**src/rtl/inorder_queue_ctrl_pkg.sv**
```systemverilog
// inorder_queue_ctrl_pkg: shared sizing defaults, pointer type and full/empty helpers for inorder_queue_ctrl.
package inorder_queue_ctrl_pkg;
   localparam int DEF_QUEUE_SIZE     = 8;
   localparam int DEF_QUEUE_SIZE_LOG = 3;
   typedef logic [DEF_QUEUE_SIZE_LOG:0] qptr_t;
   // Same index with opposite wrap bits means the tail has lapped the head.
   function automatic logic ptr_full(input qptr_t e, input qptr_t d);
      return (e[DEF_QUEUE_SIZE_LOG-1:0] == d[DEF_QUEUE_SIZE_LOG-1:0]) && (e[DEF_QUEUE_SIZE_LOG] != d[DEF_QUEUE_SIZE_LOG]);
   endfunction
   function automatic logic ptr_empty(input qptr_t e, input qptr_t d);
      return e == d;
   endfunction
endpackage

```
**src/rtl/inorder_queue_ctrl_qptr_onehot_dec.sv**
```systemverilog
// qptr_onehot_dec: queue index to onehot entry select.
module qptr_onehot_dec #(
   parameter int SIZE = 8,
   parameter int LOG  = 3
) (
   input  logic [LOG-1:0]  idx,
   output logic [SIZE-1:0] oh
);
   assign oh = SIZE'(1) << idx;
endmodule

```
**src/rtl/inorder_queue_ctrl.sv**
```systemverilog
// inorder_queue_ctrl: head/tail pointer, occupancy and flush-rollback control for an in-order circular queue.
// Define QCTRL_PERF_EN to add saturating full-cycle and flush-event counters.
module inorder_queue_ctrl
   import inorder_queue_ctrl_pkg::*;
#(
   parameter int QUEUE_SIZE     = DEF_QUEUE_SIZE,
   parameter int QUEUE_SIZE_LOG = DEF_QUEUE_SIZE_LOG
) (
   input  logic                    clock,
   input  logic                    reset_n,
   input  logic                    enq_valid,
   output logic                    enq_ready,
   input  logic                    deq_ready,
   output logic                    deq_valid,
   input  logic                    flush_valid,
   input  logic [QUEUE_SIZE_LOG:0] flush_cnt,
   output logic [QUEUE_SIZE_LOG:0] enq_ptr,
   output logic [QUEUE_SIZE_LOG:0] deq_ptr,
   output logic [QUEUE_SIZE-1:0]   enq_ptr_oh,
   output logic [QUEUE_SIZE-1:0]   deq_ptr_oh,
   output logic [QUEUE_SIZE_LOG:0] count,
   output logic                    full,
   output logic                    empty
`ifdef QCTRL_PERF_EN
   ,
   output logic [31:0]             perf_full_cycles,
   output logic [31:0]             perf_flush_events
`endif
);
   localparam int PW = QUEUE_SIZE_LOG + 1;
   generate
      if (QUEUE_SIZE != 2**QUEUE_SIZE_LOG || $bits(qptr_t) != PW) begin : g_bad_cfg
         $error("inorder_queue_ctrl: QUEUE_SIZE must equal 2**QUEUE_SIZE_LOG and match qptr_t");
      end
   endgenerate
   logic enq_fire;
   logic deq_fire;
   assign full      = ptr_full(enq_ptr, deq_ptr);
   assign empty     = ptr_empty(enq_ptr, deq_ptr);
   assign count     = enq_ptr - deq_ptr;
   assign enq_ready = ~full & ~flush_valid;
   assign deq_valid = ~empty;
   assign enq_fire  = enq_valid & enq_ready;
   assign deq_fire  = deq_ready & deq_valid;
   // Flush owns the tail outright; the head keeps retiring in the same cycle.
   always_ff @(posedge clock or negedge reset_n)
      if (!reset_n) begin
         enq_ptr <= '0;
         deq_ptr <= '0;
      end else begin
         enq_ptr <= flush_valid ? enq_ptr - flush_cnt : enq_ptr + PW'(enq_fire);
         deq_ptr <= deq_ptr + PW'(deq_fire);
      end
   qptr_onehot_dec #(.SIZE(QUEUE_SIZE), .LOG(QUEUE_SIZE_LOG)) u_enq_dec (
      .idx(enq_ptr[QUEUE_SIZE_LOG-1:0]),
      .oh (enq_ptr_oh)
   );
   qptr_onehot_dec #(.SIZE(QUEUE_SIZE), .LOG(QUEUE_SIZE_LOG)) u_deq_dec (
      .idx(deq_ptr[QUEUE_SIZE_LOG-1:0]),
      .oh (deq_ptr_oh)
   );
   // A flush may only remove entries that are not retiring this cycle.
   always @(posedge clock)
      if (reset_n && flush_valid)
         assert (flush_cnt <= count - PW'(deq_fire))
         else $error("inorder_queue_ctrl: flush_cnt %0d exceeds removable entries", flush_cnt);
`ifdef QCTRL_PERF_EN
   always_ff @(posedge clock or negedge reset_n)
      if (!reset_n) begin
         perf_full_cycles  <= '0;
         perf_flush_events <= '0;
      end else begin
         if (full && perf_full_cycles != '1) perf_full_cycles <= perf_full_cycles + 32'd1;
         if (flush_valid && perf_flush_events != '1) perf_flush_events <= perf_flush_events + 32'd1;
      end
`endif
endmodule

```
**config.mk**
```make
export PLATFORM = sky130hd
export DESIGN_NAME = inorder_queue_ctrl
export DESIGN_NICKNAME = d
export VERILOG_FILES = /design/src/rtl/inorder_queue_ctrl_pkg.sv /design/src/rtl/inorder_queue_ctrl_qptr_onehot_dec.sv /design/src/rtl/inorder_queue_ctrl.sv
export SDC_FILE = /design/constraint.sdc
export NUM_CORES = 1
export LEC_CHECK = 0
export ABC_AREA = 0
export BUFFER_PORTS_ARGS = -buffer_cell sky130_fd_sc_hd__buf_2
export CORE_MARGIN = 10
export CORE_UTILIZATION = 37
export CTS_CLUSTER_DIAMETER = 200
export DETAILED_ROUTE_END_ITERATION = 6
export HOLD_SLACK_MARGIN = 0.15
export PLACE_DENSITY_LB_ADDON = 0.1
export REMOVE_ABC_BUFFERS = 1
export SLEW_MARGIN = 10
export SYNTH_ARGS = -nofsm -noshare
export SYNTH_HDL_FRONTEND = slang
export SYNTH_SLANG_ARGS = --single-unit
```
**constraint.sdc**
```tcl
create_clock -name clock -period 2.5 [get_ports clock]
set_clock_uncertainty 0.05 [all_clocks]
set_input_delay 0.5 -clock clock [delete_from_list [all_inputs] [get_ports clock]]
set_output_delay 0.5 -clock clock [all_outputs]
set_load 0.03 [all_outputs]
```
== After elaboration in Yosys (flattened, before gate mapping) ==
Cells that the tools add are included.

* Reduce and logical (&&, ||, !) cells: 1
* Magnitude comparators: 0
* Shift operators: 2
* $mul: 0
* Divide/modulo/power cells: 0
* Muxes and demuxes: 1
* Add/sub/neg operators: 4
* Bitwise gates (word level): 6
* Eq/ne operators: 3

{| class="wikitable"
|+ Operator list
! kind !! number
|-
| 1-bit by 3-bit << shifter with 8-bit output (first input constant) || 2
|-
| 4-bit by 1-bit adder with 4-bit output || 2
|-
| 4-bit subtractor || 2
|-
| 4-bit equality test || 1
|-
| 4-bit two-way mux || 1
|-
| 1-bit AND || 3
|-
| 3-bit equality test || 1
|-
| 1-bit inverter || 3
|-
| 1-bit logical AND || 1
|-
| 1-bit != test || 1
|}

* Memory bits (writable): 0
* ROM bits: 0
* Register bits after elaboration: 8
* Memories kept: 0
* Latch bits: 0
* Logic and storage cells: 19
* Output and inout port bits: 32
* Bits of input ports: 9

== Depth between registers and ports, before layout ==
* Depth in word-level cells: 7
* Gate-level depth with buffers: 10

== Hierarchy ==
A second synthesis with hierarchy kept.

* Cells, all modules: 69
* Area total of the unflattened synthesis: 678.2 um2

{| class="wikitable"
|+ Modules (own cells, without submodules)
! module !! area each (um2) !! times used !! cells an instance
|-
| inorder_queue_ctrl || 548.0 || 1 || 53
|-
| qptr_onehot_dec || 65.1 || 2 || 8
|}

== Least setup slack after synthesis ==
No wires, ideal clock.

* Kind: register -> register
* Start: register deq_ptr[2]
* End: register enq_ptr[3]
* Stages on the path, launching flop included: 11
* Arrival: 2.393 ns
* Slack: -0.067 ns
* Library setup time: 0.125 ns
* Cell sequence: dfrtp_1 > inv_1 > ha_1 > nand3_1 > o211a_1 > a21oi_1 > ha_1 > a21o_1 > a31oi_1 > xor2_1 > xnor2_1

* Word-level cells in the longest chain between the ends: 7

{| class="wikitable"
|+ Ends and longest elaborated chain
! what !! RTL line !! text
|-
| from (decl) || inorder_queue_ctrl.sv:18 || <nowiki>output logic [QUEUE_SIZE_LOG:0] deq_ptr,</nowiki>
|-
| from (signal assigned) || inorder_queue_ctrl.sv:52 || <nowiki>deq_ptr <= deq_ptr + PW'(deq_fire);</nowiki>
|-
| 3-bit equality test || inorder_queue_ctrl_pkg.sv:8 || <nowiki>return (e[DEF_QUEUE_SIZE_LOG-1:0] == d[DEF_QUEUE_SIZE_LOG-1:0]) && (e[DEF_QUEUE_SIZE_LOG] != d[DEF_QUEUE_SIZE_ ...</nowiki>
|-
| 1-bit logical AND || inorder_queue_ctrl_pkg.sv:8 ||
|-
| 1-bit inverter || inorder_queue_ctrl.sv:41 || <nowiki>assign enq_ready = ~full & ~flush_valid;</nowiki>
|-
| 1-bit AND || inorder_queue_ctrl.sv:41 ||
|-
| 1-bit AND || inorder_queue_ctrl.sv:43 || <nowiki>assign enq_fire = enq_valid & enq_ready;</nowiki>
|-
| 4-bit by 1-bit adder with 4-bit output || inorder_queue_ctrl.sv:51 || <nowiki>enq_ptr <= flush_valid ? enq_ptr - flush_cnt : enq_ptr + PW'(enq_fire);</nowiki>
|-
| 4-bit two-way mux || inorder_queue_ctrl.sv:51 ||
|-
| to (signal assigned) || inorder_queue_ctrl.sv:51 ||
|-
| to (decl) || inorder_queue_ctrl.sv:17 || <nowiki>output logic [QUEUE_SIZE_LOG:0] enq_ptr,</nowiki>
|}

Every way passes these cells.

== Worst setup path after layout ==
Ends and elaborated chain as after synthesis.

==> results.cfg <==
[setup_path]
crit_type = flop to flop
startpoint_type = flop
crit_start = deq_ptr[2]
crit_fanout = 5
reg2reg_from = deq_ptr[2]
end_kind = flop
cp.required_ps = 2620
critPathArrivalTime_ps = 2490

[grt]
grt_max_degree = 11
antenna_found_initial = 0
grtUsageTotal_pct = 9.59
grt-ovfl-total = 0
grt_pass1_wl_mm = 2.73
first_global_vias = 613

[sta]
drv_slew = 0
fin_ws_ps = 125
hold_viol = 0
slew-limit-headroom_pct = 83.2
period_share_pct = 95.0
whs_ps = 458
setup_viol = 0
fmax_mhz = 421
layout_min_cycle_time_ps = 2370
worstMarginPinSlew_ps = 252
rsz0062_at_grt = no

[cts]
cts_root_buf = clkbuf_4
numCtsBuffers = 3
htree_levels = 1
path_clk_slew_ps = 50
cts_tree = yes
cts_buffer_depth = 2
cts_sinks = 8
clk_latency_ps = 250

[drt]
first_iter_violations = 7
drc = 0
vias_per_cell = 4.71
wl_per_cell_um = 13.6
drt-total-wl_mm = 1.85
num_vias = 640
ant_nets = 0
dr.pass1.iters = 4

[yosys]
synth_xor_area_share_pct = 11.0
yosysTopAreaCell = dfrtp_1
ys_warn_count = 0
synth_top_family_by_area = adder cells
synth_cells = 68
yosys.area_share.simple_pct = 18.9
yosysSeqAreaShare_pct = 31.5
synth-seq-cells = 8
synth_compound_area_share_pct = 10.0
synth_top_area_share_pct = 31.5
yosysUniqueCellTypes = 18
synthMuxAreaShare_pct = 0
synth_area_um2 = 636
synthTopCellsByArea = dfrtp_1 31%, ha_1 16%, and3_1 7.9%
avgSynthCellArea_um2 = 9.35
synthAdderAreaFrac_pct = 22.0

[worst_hold_path]
timing.hold.worst.start = deq_ptr[3]
worstHoldPathType = flop to flop

[placement]
placement.io_buffers = 40
place.gp.congestion = 0.708
pre_cts_ws_ps = -8.53
post-dp-hpwl_mm = 1.59

[layout]
final_cell_mix = 40 x buf_2, 10 x inv_1, 8 x and3_1, 8 x nor3_1, 8 x buf_4
area_growth_syn_to_layout_pct = 54.3
drive_above_1_share_pct = 48.3
fin_nets = 141
final_common_cell = buf_2
diodes = 0
fillers = 163

[floorplan]
die-height_um = 61.4
die_w_um = 61.4
fp.coreArea_um2 = 1560
initial_core_util_pct = 40.8
num_rows = 14
num_io_pins = 41
die_area_um2 = 3780

[status]
status = finished clean

[flow_run]
maxCapViolCount = 0
[worst paths after layout]
kind | endpoint | slack, ps | cells past startpoint
worst max-delay path | enq_ptr[3] | 130 | 10
worst min-delay path | deq_ptr[3] | 460 | 1
worst max register to register | enq_ptr[3] | 130 | 10
worst min register to register | deq_ptr[3] | 460 | 1
max in group asynchronous | enq_ptr[0] | 1640 | 2
min in group asynchronous | enq_ptr[1] | 580 | 2
[worst max-delay path, cell delays in order (launching register included)]
cell and delay [ps]:
dfrtp_1 340, inv_1 100, ha_4 300, nand3_1 90
o211a_1 280, a21oi_1 130, ha_1 280, a21o_1 190
a31oi_2 180, xor2_1 200, xnor2_1 140
[state kept, by name, summed over array words and instances (netlist names)]
signal	cells
deq_ptr	4
enq_ptr	4
[synthesized netlist by cell type]
cell / instances
a21oi_1: 3
ha_1: 8
and3_1: 8
a21o_1: 2
dfrtp_1: 8
a21oi_2: 1
nand3_1: 2
a21o_2: 1
fa_1: 2
nor2_1: 2
nand4_1: 1
nor3_1: 8
inv_1: 11
a31oi_1: 1
xor2_1: 3
o211a_1: 1
xnor2_1: 5
and2_1: 1
[metrics by stage]
| step | TNS (ps) | util [%] | std cells | instance area (um^2) |
|---|---|---|---|---|
| final | 0 | 62.9 | 136 | 981 |
| after global routing | 0 | 62.9 | 136 | 981 |
| after CTS | 0 | 60.3 | 134 | 940 |
| after detailed placement | -8.53 | 57.8 | 130 | 901 |
| after global placement | 0 | 57.8 | 130 | 901 |
| after floorplan | -67.4 | - | 68 | 636 |
[timing repair]
item,in CTS,in global routing
gates resized for setup,1,4
endpoints found under the hold margin,8,0
pin swaps,0,1
endpoints found under the setup margin,1,1
hold buffers,1,0
gates cloned,0,0
buffers inserted,0,2
[metal layers]
layer	part of all wire (%)	GRT usage [%]
met5	0	0
met4	0.54	3.82
met3	12	4.32
met2	45	15.4
met1	42	10.9
[layout make-up]
class / instances / area, um^2 / share of cell area, %
inverters: 11 / 41.3 / 4.21
well taps: 16 / 20.0 / 2.04
clock buffers: 3 / 22.5 / 2.30
repair buffers: 49 / 270 / 27.6
multi-input cells: 49 / 425 / 43.4
flip-flops and latches: 8 / 201 / 20.5
[logic make-up after synthesis]
family | count (synthesis)
AND/OR/NAND/NOR | 22
buffers and inverters | 11
AO/OA/AOI/OAI | 9
XOR/XNOR | 8
flip-flops | 8
adder cells (fa/ha/maj) | 10
Power is left out: the tool's default activity adds up to more than one toggle a clock period on the data nets, which glitch-free logic cannot reach.
